--- config.mk ---
export PLATFORM = sky130hd
export DESIGN_NAME = e203_dtcm_icb_master
export DESIGN_NICKNAME = d
export VERILOG_FILES = /design/src/rtl/e203_dtcm_icb_master.sv
export SDC_FILE = /design/constraint.sdc
export NUM_CORES = 1
export LEC_CHECK = 0
export BUFFER_PORTS_ARGS = -buffer_cell sky130_fd_sc_hd__buf_2
export CAP_MARGIN = 20
export CORE_MARGIN = 8
export CORE_UTILIZATION = 40
export CTS_CLUSTER_SIZE = 12
export DETAILED_ROUTE_END_ITERATION = 10
export GPL_TIMING_DRIVEN = 0
export REMOVE_ABC_BUFFERS = 1
export SYNTH_ARGS = -nofsm -noshare
export SYNTH_HDL_FRONTEND = slang
export SYNTH_SLANG_ARGS = --single-unit
--- constraint.sdc ---
create_clock -name clk -period 2.7 [get_ports clk]
set_input_delay 0.27 -clock clk [delete_from_list [all_inputs] [get_ports clk]]
set_output_delay 0.27 -clock clk [all_outputs]
set_load 0.02 [all_outputs]
--- src/rtl/e203_dtcm_icb_master.sv ---
// ICB master that fills a DTCM region with an incrementing pattern or
// checksums it, one transaction outstanding at a time.
module e203_dtcm_icb_master #(
  parameter int AW = 16,
  parameter int LW = 12
) (
  input  logic          clk,
  input  logic          rst_n,
  input  logic          start,
  input  logic          op,
  input  logic [AW-1:0] base_addr,
  input  logic [LW-1:0] len,
  input  logic [31:0]   pattern,
  input  logic          abort,
  output logic          busy,
  output logic          done,
  output logic          err,
  output logic [31:0]   result,
  output logic          icb_cmd_valid,
  input  logic          icb_cmd_ready,
  output logic [AW-1:0] icb_cmd_addr,
  output logic          icb_cmd_read,
  output logic [31:0]   icb_cmd_wdata,
  output logic [3:0]    icb_cmd_wmask,
  input  logic          icb_rsp_valid,
  output logic          icb_rsp_ready,
  input  logic          icb_rsp_err,
  input  logic [31:0]   icb_rsp_rdata
);

  typedef enum logic [1:0] {IDLE, CMD, RSP, DONE} state_t;

  state_t        state, state_nxt;
  logic          op_q;
  logic [AW-1:0] addr_q;
  logic [LW-1:0] len_q;
  logic [LW-1:0] index;
  logic [31:0]   wdata_q;
  logic [31:0]   sum, sum_nxt;
  logic          abort_flag;
  logic          cmd_pend;
  logic          cmd_kill;
  logic          rsp_hs;
  logic          last;

  // An abort may only suppress a command that has never been shown on the bus;
  // cmd_pend marks a command that was presented but not yet accepted.
  always_comb begin
    rsp_hs   = (state == RSP) && icb_rsp_valid;
    last     = ((index + LW'(1)) == len_q);
    cmd_kill = (state == CMD) && !cmd_pend && (abort || abort_flag);
    sum_nxt  = sum;
    if (rsp_hs && !icb_rsp_err && op_q) sum_nxt = sum + icb_rsp_rdata;
  end

  always_comb begin
    state_nxt = state;
    case (state)
      IDLE: if (start) state_nxt = (len == '0) ? DONE : CMD;
      CMD: begin
        if (cmd_kill)           state_nxt = DONE;
        else if (icb_cmd_ready) state_nxt = RSP;
      end
      RSP: begin
        if (icb_rsp_valid) begin
          if (icb_rsp_err || last || abort || abort_flag) state_nxt = DONE;
          else                                            state_nxt = CMD;
        end
      end
      DONE:    state_nxt = IDLE;
      default: state_nxt = IDLE;
    endcase
  end

  assign busy          = (state != IDLE);
  assign done          = (state == DONE);
  assign icb_cmd_valid = (state == CMD) && !cmd_kill;
  assign icb_rsp_ready = (state == RSP);
  assign icb_cmd_addr  = (state == CMD) ? addr_q : '0;
  assign icb_cmd_read  = (state == CMD) && op_q;
  assign icb_cmd_wdata = ((state == CMD) && !op_q) ? wdata_q : 32'h0;
  assign icb_cmd_wmask = ((state == CMD) && !op_q) ? 4'hF : 4'h0;

  always_ff @(posedge clk or negedge rst_n) begin
    if (!rst_n) begin
      state      <= IDLE;
      op_q       <= 1'b0;
      addr_q     <= '0;
      len_q      <= '0;
      index      <= '0;
      wdata_q    <= 32'h0;
      sum        <= 32'h0;
      err        <= 1'b0;
      result     <= 32'h0;
      abort_flag <= 1'b0;
      cmd_pend   <= 1'b0;
    end else begin
      state <= state_nxt;
      if (state == IDLE) begin
        if (start) begin
          op_q       <= op;
          addr_q     <= base_addr & ~AW'(3);
          len_q      <= len;
          wdata_q    <= pattern;
          index      <= '0;
          sum        <= 32'h0;
          err        <= 1'b0;
          result     <= 32'h0;
          abort_flag <= 1'b0;
          cmd_pend   <= 1'b0;
        end
      end else begin
        if (abort) abort_flag <= 1'b1;
        cmd_pend <= icb_cmd_valid && !icb_cmd_ready;
        if (rsp_hs) begin
          if (icb_rsp_err) begin
            err <= 1'b1;
          end else begin
            index   <= index + LW'(1);
            addr_q  <= addr_q + AW'(4);
            wdata_q <= wdata_q + 32'd1;
            sum     <= sum_nxt;
          end
        end
        if (state != DONE && state_nxt == DONE) result <= sum_nxt;
      end
    end
  end

endmodule

# Word-level counts from Yosys, hierarchy flattened
# Index checks and enable logic that the tools add are counted.
[totals]
memories = 0
rom_bits = 0
regBits = 142
in_bits = 100
ramBits = 0
elab_cells = 90
out_inout_bits = 90
latch_bits = 0
[op_classes]
mux = 36
n_reduce_logical = 31
mul = 0
n_bitwise = 0
n_eq_ne = 8
addsub = 4
div = 0
shift = 0
order_cmp = 0
[op_table]
columns = ["operator", "n"]
rows = [
  ["32-bit 2-to-1 mux", 12],
  ["16-bit 2-to-1 mux", 5],
  ["12-bit 2-to-1 mux", 4],
  ["32-bit by 1-bit adder with 32-bit output (second input constant)", 1],
  ["32-bit adder", 1],
  ["16-bit by 3-bit adder with 16-bit output (second input constant)", 1],
  ["12-bit by 1-bit adder with 12-bit output (second input constant)", 1],
  ["12-bit equality test", 1],
  ["12-bit zero test", 1],
  ["2-bit 2-to-1 mux", 6],
  ["1-bit logical AND", 10],
  ["2-bit nonzero test", 5],
  ["2-bit case mux with 4 select lines", 1],
  ["1-bit 2-to-1 mux", 7],
  ["2-bit equality test (second input constant)", 3],
  ["2-bit AND reduction", 3],
  ["3-bit AND reduction", 2],
  ["1-bit zero test", 5],
  ["1-bit logical OR", 4],
  ["4-bit 2-to-1 mux", 1],
  ["2-bit inequality test (second input constant)", 2],
  ["2-bit by 1-bit equality test with 1-bit output (second input constant)", 1],
  ["2-bit zero test", 1],
  ["2-bit by 1-bit inequality test with 1-bit output (second input constant)", 1],
]

# Depth between registers and ports, before layout
# Gate-level depths: netlist (run 1).
[logic_depth]
ltp_word = 12
ltp_mapped = 11
ltp_nobuf = 11

# Worst setup path after synthesis (run 1)
# Ideal clock, no wire load.
[synth_path]
path_kind = "reg-to-reg"
startpoint = "reg sum[0]"
endpoint = "reg result[28]"
setup_slack_ns = 0.000
arrival_time_ns = 2.575
required_ns = 2.575
path_stages_with_launch = 12
setup_ns = 0.125
path_buffers = 0
synth_period_minus_slack_ns = 2.700
cell_sequence = "dfrtp_1 > ha_1 > inv_1 > fa_1 > nor2b_1 > o211a_1 > o2111a_1 > o32ai_2 > o31ai_1 > a21o_1 > o211ai_1 > mux2_4"
[synth_via]
elab_chain_len = 4
[synth_lines]
columns = ["element", "line_no", "source"]
rows = [
  ["start, declared", "39", "logic [31:0] sum, sum_nxt;"],
  ["start signal, assigned", "122", "sum <= sum_nxt;"],
  ["32-bit adder", "53", "if (rsp_hs && !icb_rsp_err && op_q) sum_nxt = sum + icb_rsp_rdata;"],
  ["32-bit 2-to-1 mux", "53", ""],
  ["32-bit 2-to-1 mux", "125", "if (state != DONE && state_nxt == DONE) result <= sum_nxt;"],
  ["32-bit 2-to-1 mux", "99", "if (state == IDLE) begin"],
  ["end signal, assigned", "125", ""],
  ["end, declared", "18", "output logic [31:0] result,"],
]
# Every way passes these cells. The select of a mux whose other input is x is not followed.
# A chain may end at the register's enable or synchronous reset.

# Final worst setup path (run 1)
[layout_path]
startpoint = "reg sum[0]"
endpoint = "reg result[30]"
# Same word-level chain as after synthesis.

==> results.json, run 1 <==
{
  "worstMarginPinSlew_ns": 0.913,
  "synth_cell_type_count": 71,
  "total_leakage_power_nw": 5.46,
  "die_y_um": 168,
  "maximum_vdd_drop_mv": 0.592,
  "initial_core_util_pct": 40.8,
  "clock-sinks": 140,
  "gr-total-overflow": 0,
  "synth_ff_type": "dfrtp_1",
  "fraction_of_layout_instances_using_a_drive_strength_above_1_pct": 26.0,
  "timing.fmax_ghz": 0.365,
  "layoutNonFillerInstCount": 1615,
  "synthDominantAreaCellType": "dfrtp_1",
  "utilization_pct": 51.9,
  "setup-tns-final_ns": -0.0852,
  "routed_via_density": 5.66,
  "finalClockSkew_ns": 0.00846,
  "arrival_ns": 3.03,
  "area_of_the_die_um2": 28300,
  "clock_path_buffers": 2,
  "timing.critical_path.from_type": "flop",
  "data_required_time_at_the_worst_endpoint_ns": 2.99,
  "area_growth_syn_to_layout_pct": 27.2,
  "synth_top_area_share_pct": 37.8,
  "setup_slack_ns": -0.0363,
  "clock_pin_slew_of_the_registers_on_the_worst_case_setup_and_hold_paths_ns": 0.06,
  "placed_cell_area_um2": 10600,
  "core_um2": 22700,
  "post_synth.cell_area_avg_um2": 8.12,
  "ys_top_cells_by_area": "dfrtp_1 38%, nand2_1 7.3%, a21oi_1 6.7%",
  "crit_path_end_kind": "flop",
  "layout.filler_cells": 2159,
  "antenna_found_initial": 1,
  "global_route.usage.total_pct": 20.7,
  "detailedRoute.firstPassIterationCount": 5,
  "synthCells": 1142,
  "tritoncts": "yes",
  "pin_count": 190,
  "cap_viol_max_count": 0,
  "finalPower_mw": 13.3,
  "largest_net_degree_at_the_start_of_global_routing": 99,
  "post-dp-hpwl_mm": 20.3,
  "tightest_hold_check_type": "input port to flop",
  "root_buffer": "clkbuf_16",
  "antenna_left": 0,
  "chipWidth_um": 168,
  "design_area_um2": 11800,
  "fin_nets": 1451,
  "drcViolationCount": 0,
  "worst_hold_path.num_cells": 3,
  "setup_viol_count_final": 4,
  "run_status": "finished with violations",
  "ys_seq_area_share_pct": 37.8,
  "relSlewSlack_pct": 39.0,
  "clock_insertion_delay_worst_skew_ns": 0.43,
  "synth_seq_cells": 140,
  "portBuffers": 185,
  "minimum_period_implied_by_the_final_worst_setup_slack_ns": 2.74,
  "cts.htree.levels": 4,
  "criticalPathCategory": "flop to flop",
  "yosysWarningCount": 0,
  "finalCritPeriodShare_pct": 101,
  "synth-edff-count": 0,
  "critPathMaxFanout": 5,
  "asyncSetResetFlopFracSynth_pct": 100,
  "dr.first_iter.drc_count": 845,
  "r2r.worst_path.cells": 11,
  "power.density_cell_area_nw_per_um2": 1120,
  "routed-via-count": 9137,
  "final-max-slew-violation-count": 0,
  "cts_buffer_count": 17,
  "syn_area_um2": 9270,
  "wl_per_cell_um": 18.3,
  "placed_cells": 1550,
  "hold_viol": 0,
  "floorplan.rows": 55,
  "gpl.final_weighted_congestion": 0.855,
  "violations": "setup timing",
  "sum_of_routed_wire_length_over_all_layers_mm": 29.6,
  "number_of_global_route_vias_before_repair": 8967,
  "wire_length_of_the_first_global_routing_pass_mm": 47.5,
  "grt_setup_unrepaired": "yes"
}
## through the flow
step                      setup slack (ns)  hold WS, ns
after CTS                         0.000955       0.0241
final                              -0.0363       0.0325
after detailed placement             -1.08        0.325
after floorplan                      -2.32      -0.0256
after global routing                -0.151       0.0359
after global placement               -6.94        0.447
## final cells by class
cell class | count | area [µm²] | area share, %
Sequential cell | 140 | 3500 | 29.7
Antenna cell | 1 | 2.50 | 0.0212
Timing Repair Buffer | 227 | 1450 | 12.3
Tap cell | 285 | 357 | 3.02
Inverter | 12 | 47.5 | 0.403
Multi-Input combinational cell | 918 | 5840 | 49.5
Clock buffer | 19 | 453 | 3.84
Clock inverter | 13 | 140 | 1.19
## layer usage
metal | vias to the layer above | routed length [µm] | GRT usage (%)
met5 | - | 13 | 0
met4 | 2 | 633 | 6.79
met3 | 42 | 1640 | 4.47
met2 | 285 | 13200 | 32.3
met1 | 4360 | 14100 | 27.9
li1 | 4448 | - | -
## repair_timing
action | CTS | global route
pin swaps | 18 | 24
endpoints found under the hold margin | 65 | 0
hold buffers | 1 | 0
resized for setup | 40 | 42
setup buffers | 12 | 19
endpoints found under the setup margin | 103 | 71
gates cloned | 1 | 0
## critical path: stages (launching register included)
cell and delay, ns:
dfrtp_1 0.42, ha_4 0.19, inv_2 0.05, fa_2 0.22
nor2b_4 0.05, o211a_1 0.24, o2111a_2 0.31, o32ai_4 0.40
o31ai_4 0.14, a41oi_2 0.21, mux2i_1 0.27, a22oi_1 0.10
## layout by cell type, fill, tap and decap left out, types with 5 or more instances in the layout
master     synthesis  routed
a21o_1            19      19
a21oi_1          125     118
a31oi_1           15      14
and2_1            53      50
and3_1            15      14
buf_16             0       7
buf_2              5     184
buf_4              6      26
clkbuf_16          0      17
dfrtp_1          140     139
ha_1              34      23
ha_2               0       5
ha_4               0       6
inv_1             12      10
mux2_2            11      10
mux2_4             5       6
mux2i_1            7       7
nand2_1          180     176
nand2b_1           7       6
nand3_1           41      41
nand4_1           19      19
nor2_1           102      97
nor3_1            20      18
nor4_1             5       5
o211ai_1           8       8
o21a_1             7       7
o21ai_0           85      79
o21ai_1            4       9
o22ai_1           21      21
o31ai_1           16      15
or3_1              6       6
xnor2_1           22      22
xor2_1            13      12
## registers in the layout (all words and copies together) (netlist names)
| name | flops |
|---|---|
| abort_flag | 1 |
| addr_q | 14 |
| cmd_pend | 1 |
| err | 1 |
| index | 12 |
| len_q | 12 |
| op_q | 1 |
| result | 32 |
| state | 2 |
| sum | 32 |
| wdata_q | 32 |
## synthesized netlist by cell type, types with 3 or more instances
| library cell | instances |
|---|---|
| a211oi_1 | 9 |
| a21o_1 | 19 |
| a21oi_1 | 125 |
| a22o_1 | 4 |
| a22oi_1 | 4 |
| a31o_2 | 3 |
| a31oi_1 | 15 |
| and2_1 | 53 |
| and3_1 | 15 |
| and4_1 | 3 |
| buf_1 | 6 |
| buf_2 | 5 |
| buf_4 | 6 |
| clkbuf_1 | 54 |
| dfrtp_1 | 140 |
| ha_1 | 34 |
| inv_1 | 12 |
| mux2_2 | 11 |
| mux2_4 | 5 |
| mux2i_1 | 7 |
| nand2_1 | 180 |
| nand2b_1 | 7 |
| nand3_1 | 41 |
| nand4_1 | 19 |
| nor2_1 | 102 |
| nor2b_1 | 4 |
| nor3_1 | 20 |
| nor4_1 | 5 |
| o211ai_1 | 8 |
| o21a_1 | 7 |
| o21ai_0 | 85 |
| o21ai_1 | 4 |
| o21bai_1 | 4 |
| o22ai_1 | 21 |
| o31ai_1 | 16 |
| o41ai_1 | 5 |
| or3_1 | 6 |
| xnor2_1 | 22 |
| xor2_1 | 13 |
## logic make-up after synthesis
| logic type | Yosys count | share of synthesized area [%] |
|---|---|---|
| flops | 140 | 37.8 |
| other cells | 1 | 0.0404 |
| mux | 23 | 2.90 |
| simple gates | 470 | 24.0 |
| compound gates | 351 | 22.9 |
| fa+ha+maj | 35 | 4.80 |
| xor+xnor | 36 | 3.55 |
| buf+inv | 86 | 3.97 |
## final timing paths
path	start	to	slack [ns]
setup / recovery	sum[0]	result[30]	-0.04
hold / removal	op	op_q	0.03
setup reg to reg	sum[0]	result[30]	-0.04
hold reg to reg	result[5]	result[5]	0.46
max in group asynchronous	rst_n	sum[6]	1.49
min in group asynchronous	rst_n	index[11]	0.40
## power by group
group / total (mW) / internal (mW) / switching (mW)
Clock: 2.40 / 1.41 / 0.985
Combinational: 7.14 / 2.80 / 4.35
Sequential: 3.71 / 2.90 / 0.807
Total: 13.3 / 7.11 / 6.14
Power figures use the tool's default switching activity.
==> run 2, diff against run 1 <==
- clock period: 2.7 -> 2.39 ns (I/O delays scaled with it)
==> results.json, run 2 (synthesis gave the netlist of run 1 again) <==
{
  "run_status": "finished with violations",
  "violations": "setup timing",
  "cts.htree.levels": 4,
  "internal_power_mw": 8.74,
  "maximum_vdd_drop_mv": 0.617,
  "timing.critical_path.from_type": "flop",
  "seq_power_share_pct": 26.2,
  "power.density_cell_area_nw_per_um2": 1290,
  "criticalPathCategory": "flop to flop",
  "fraction_of_layout_instances_using_a_drive_strength_above_1_pct": 32.8,
  "drcViolationCount": 0,
  "placed_cell_area_um2": 10600,
  "netSwitchingPower_mw": 7.55,
  "timing.fmax_ghz": 0.364,
  "placed_cells": 1550,
  "antenna_left": 0,
  "area_of_the_die_um2": 28300,
  "antenna_found_initial": 1,
  "largest_registers": "result x32, sum x32, wdata_q x32",
  "die_y_um": 168,
  "clock-sinks": 140,
  "total_leakage_power_nw": 5.77,
  "data_required_time_at_the_worst_endpoint_ns": 2.71,
  "gr-total-overflow": 0,
  "clock_pin_slew_of_the_registers_on_the_worst_case_setup_and_hold_paths_ns": 0.07,
  "hold_slack_ns": 0.0144,
  "finalClockSkew_ns": 0.00853,
  "finalCritPeriodShare_pct": 115,
  "layoutNonFillerInstCount": 1650,
  "tritoncts": "yes",
  "root_buffer": "clkbuf_16",
  "core_um2": 22700,
  "comb_power_share_pct": 57.0,
  "cap_viol_max_count": 0,
  "final_common_cell": "buf_2",
  "relSlewSlack_pct": 40.2,
  "clock_insertion_delay_worst_skew_ns": 0.43,
  "power.share.switching_pct": 46.3,
  "finalPower_mw": 16.3,
  "grt_setup_unrepaired": "yes",
  "routed-via-count": 9468,
  "detailedRoute.firstPassIterationCount": 5,
  "fin_nets": 1486,
  "initial_core_util_pct": 40.8,
  "setup_slack_ns": -0.355,
  "r2r_setup_slack_ns": -0.35,
  "setup_viol_count_final": 51,
  "chipWidth_um": 168,
  "floorplan.rows": 55,
  "tightest_hold_check_type": "input port to flop",
  "critPathMaxFanout": 3,
  "minimum_period_implied_by_the_final_worst_setup_slack_ns": 2.74,
  "hold_viol": 0,
  "gpl.final_weighted_congestion": 0.855,
  "wl_per_cell_um": 19.4,
  "arrival_ns": 3.06,
  "pin_count": 190,
  "final-max-slew-violation-count": 0,
  "global_route.usage.total_pct": 21.8,
  "routed_via_density": 5.74,
  "largest_net_degree_at_the_start_of_global_routing": 99,
  "area_growth_syn_to_layout_pct": 35.7,
  "portBuffers": 185,
  "power_frac_clock_pct": 16.7,
  "sum_of_routed_wire_length_over_all_layers_mm": 32.0,
  "number_of_global_route_vias_before_repair": 9244,
  "commonest_cells_after_routing_fill_and_taps_aside": "184 x buf_2, 158 x nand2_1, 132 x dfrtp_1",
  "wire_length_of_the_first_global_routing_pass_mm": 49.9,
  "cts_buffer_count": 17,
  "clock_path_buffers": 2,
  "crit_path_end_kind": "flop",
  "worstMarginPinSlew_ns": 0.896,
  "design_area_um2": 12600,
  "dr.first_iter.drc_count": 812,
  "post-dp-hpwl_mm": 20.3
}
## run 2: final timing paths
path | depth (start not counted) | from | endpoint
max | 14 | sum[0] | sum[8]
min | 3 | len[11] | len_q[11]
max reg2reg | 14 | sum[0] | sum[8]
min reg2reg | 2 | result[5] | result[5]
max in group asynchronous | 3 | rst_n | wdata_q[4]
min in group asynchronous | 2 | rst_n | index[11]
## run 2: final cells by class
type                            instances  area [µm²]
Antenna cell                            1        2.50
Clock buffer                           19         453
Clock inverter                         13         140
Fill cell                            2068       10100
Inverter                               12        47.5
Multi-Input combinational cell        921        6260
Sequential cell                       140        3510
Tap cell                              285         357
Timing Repair Buffer                  259        1810
## run 2: critical path, cell delays in order (launching register included)
cell and delay (ns):
dfrtp_1 0.41, ha_4 0.18, inv_2 0.05, fa_2 0.21, nor2b_2 0.06, o211a_1 0.23, buf_4 0.14, buf_6 0.10
buf_6 0.10, o21a_1 0.20, o21a_1 0.20, or3_1 0.37, nand3_2 0.08, a21oi_2 0.06, mux2_4 0.25
## run 2: power groups by stage
stage / sequential (mW) / combinational [mW] / clock [mW]
detailed placement: 4.19 / 7.36 / 0
finish: 4.27 / 9.29 / 2.73
global placement: 4.15 / 6.68 / 0
floorplan: 4.17 / 4.70 / 0
CTS: 4.19 / 8.70 / 2.76
global route: 4.41 / 10.1 / 2.87
## run 2: per-stage QoR
step | utilization (%) | setup WS, ns | setup TNS [ns]
2_1_floorplan | - | -2.63 | -264.11
3_3_place_gp | 45.1 | -7.25 | -917.73
3_5_place_dp | 46.5 | -1.39 | -85.53
4_1_cts | 53.3 | -0.292 | -7.79
5_1_grt | 55.4 | -0.479 | -14.61
6_report | 55.4 | -0.355 | -9.01
## run 2: repair_timing
action,4_1_cts,5_1_grt
resized for setup,121,87
hold buffers,2,0
pin swaps,54,68
cloned,5,1
hold endpoints to repair,66,0
endpoints found under the setup margin,143,85
buffers inserted,38,29
## run 2: per-layer routing
layer	GRT usage (%)	part of all wire [%]
met4	6.95	1.8
met2	34.7	46
met1	28.9	46
met5	0	0.041
met3	5.07	6.3
==> run 3, diff against run 2 <==
- CORE_UTILIZATION: 40 -> 35
==> results.json, run 3 (synthesis gave the netlist of run 1 again) <==
{
  "run_status": "finished with violations",
  "commonest_cells_after_routing_fill_and_taps_aside": "184 x buf_2, 161 x nand2_1, 128 x dfrtp_1",
  "finalCritPeriodShare_pct": 113,
  "gr-total-overflow": 0,
  "cap_viol_max_count": 0,
  "clock_insertion_delay_worst_skew_ns": 0.43,
  "cts_buffer_count": 17,
  "largest_net_degree_at_the_start_of_global_routing": 95,
  "setup_slack_ns": -0.318,
  "cts.htree.levels": 4,
  "post-dp-hpwl_mm": 21.2,
  "timing.critical_path.from_type": "flop",
  "criticalPathCategory": "flop to flop",
  "r2r_setup_slack_ns": -0.32,
  "chipWidth_um": 179,
  "maximum_vdd_drop_mv": 0.742,
  "wire_length_of_the_first_global_routing_pass_mm": 50.1,
  "clock_pin_slew_of_the_registers_on_the_worst_case_setup_and_hold_paths_ns": 0.06,
  "worstMarginPinSlew_ns": 0.798,
  "timing.fmax_ghz": 0.369,
  "r2r.worst_path.cells": 10,
  "worst_hold_path.endpoint": "op_q",
  "wl_per_cell_um": 19.5,
  "sum_of_routed_wire_length_over_all_layers_mm": 33.2,
  "largest_registers": "result x32, sum x32, wdata_q x32",
  "hold_path.startpoint": "op",
  "antenna_diodes": 0,
  "final_common_cell": "buf_2",
  "placed_cell_area_um2": 10600,
  "die_y_um": 179,
  "gpl.final_weighted_congestion": 0.831,
  "power.density_cell_area_nw_per_um2": 1290,
  "worst_hold_path.num_cells": 3,
  "drcViolationCount": 0,
  "root_buffer": "clkbuf_16",
  "relSlewSlack_pct": 46.8,
  "antenna_left": 0,
  "antenna_found_initial": 0,
  "design_area_um2": 12700,
  "minimum_period_implied_by_the_final_worst_setup_slack_ns": 2.71,
  "tightest_hold_check_type": "input port to flop",
  "fraction_of_layout_instances_using_a_drive_strength_above_1_pct": 33.7,
  "finalClockSkew_ns": 0.00937,
  "fin_nets": 1489,
  "setup_viol_count_final": 50,
  "hold_viol": 0,
  "routed-via-count": 9628,
  "tritoncts": "yes",
  "hold_slack_ns": 0.0137,
  "floorplan.rows": 59,
  "arrival_ns": 3.02,
  "global_route.usage.total_pct": 19.6,
  "area_growth_syn_to_layout_pct": 36.4,
  "grt_setup_unrepaired": "yes",
  "area_of_the_die_um2": 32000,
  "number_of_global_route_vias_before_repair": 9260,
  "crit_path_end_kind": "flop",
  "core_um2": 26100,
  "total_leakage_power_nw": 5.79,
  "data_required_time_at_the_worst_endpoint_ns": 2.70,
  "final-max-slew-violation-count": 0,
  "dr.first_iter.drc_count": 926,
  "routed_via_density": 5.66,
  "critPathMaxFanout": 7,
  "violations": "setup timing",
  "initial_core_util_pct": 35.6,
  "portBuffers": 185,
  "timing.rr.end": "result[29]",
  "detailedRoute.firstPassIterationCount": 5,
  "critical_path.reg2reg.startpoint": "index[0]",
  "clock_path_buffers": 2,
  "clock-sinks": 140,
  "pin_count": 190
}
[run 3: changes by cell type in the layout (fill, tap and decap cells not counted), sizes merged]
cell and change:
diode -1, nor2 +1, buf +4, clkinv +1, clkinvlp -2, inv -1
dlygate4sd3 -1, nand2b -1
[run 3: power by group]
group / total (mW) / switching (mW) / internal (mW) / leakage [nW]
logic: 9.36 / 5.52 / 3.84 / 3.76
registers: 4.30 / 1.01 / 3.29 / 1.76
clock network: 2.66 / 1.11 / 1.55 / 0.275
[run 3: worst max-delay path by stage]
stage             start          to  slack (ns)  cells after the start
4_1_cts        index[1]   result[9]       -0.31                     11
2_1_floorplan  state[0]     sum[21]       -2.63                      5
3_5_place_dp   state[0]     sum[28]       -1.53                      6
3_3_place_gp   state[0]     sum[21]       -7.18                      5
5_1_grt          sum[0]  result[30]       -0.43                     12
6_report       index[0]  result[29]       -0.32                     10
[run 3: worst max-delay path, cell delays in order, from the launching register on]
cell	delay, ns
dfrtp_2	0.42
ha_4	0.18
nand3_4	0.12
or3_1	0.36
a21o_1	0.19
a31oi_4	0.20
o31ai_4	0.12
a211o_4	0.43
buf_12	0.15
buf_16	0.14
mux2_4	0.29
[run 3: timing repair]
item	4_1_cts	5_1_grt
gates cloned	4	3
resized for setup	123	89
setup endpoints to repair	162	157
hold endpoints to repair	77	0
hold buffers	1	0
setup buffers	41	24
pin swaps	52	48
[run 3: layout make-up]
type / instances / area (µm²)
clock buffers: 19 / 443
fillers: 2474 / 13400
repair buffers: 262 / 1800
inverters: 12 / 47.5
well taps: 335 / 419
multi-input cells: 921 / 6300
clock inverters: 11 / 121
flip-flops and latches: 140 / 3520
[run 3: metal layers]
layer,routed length (µm),track usage (%),share of wire (%),vias to the layer above
li1,-,-,-,4545
met1,15500,27.3,47,4739
met2,15200,31.2,46,311
met3,2000,3.48,6.0,33
met4,443,4.51,1.3,0
met5,0,0,0,-
[run 3: metrics by stage]
step	cells	TNS (ns)	power, mW	util, %	setup slack [ns]
2_1_floorplan	1069	-264.11	8.88	-	-2.63
3_3_place_gp	1589	-928.67	10.9	39.5	-7.18
3_5_place_dp	1600	-100.88	11.5	40.7	-1.53
4_1_cts	1676	-12.43	15.6	46.7	-0.310
5_1_grt	1700	-14.17	17.4	48.6	-0.435
6_report	1700	-9.05	16.3	48.6	-0.318
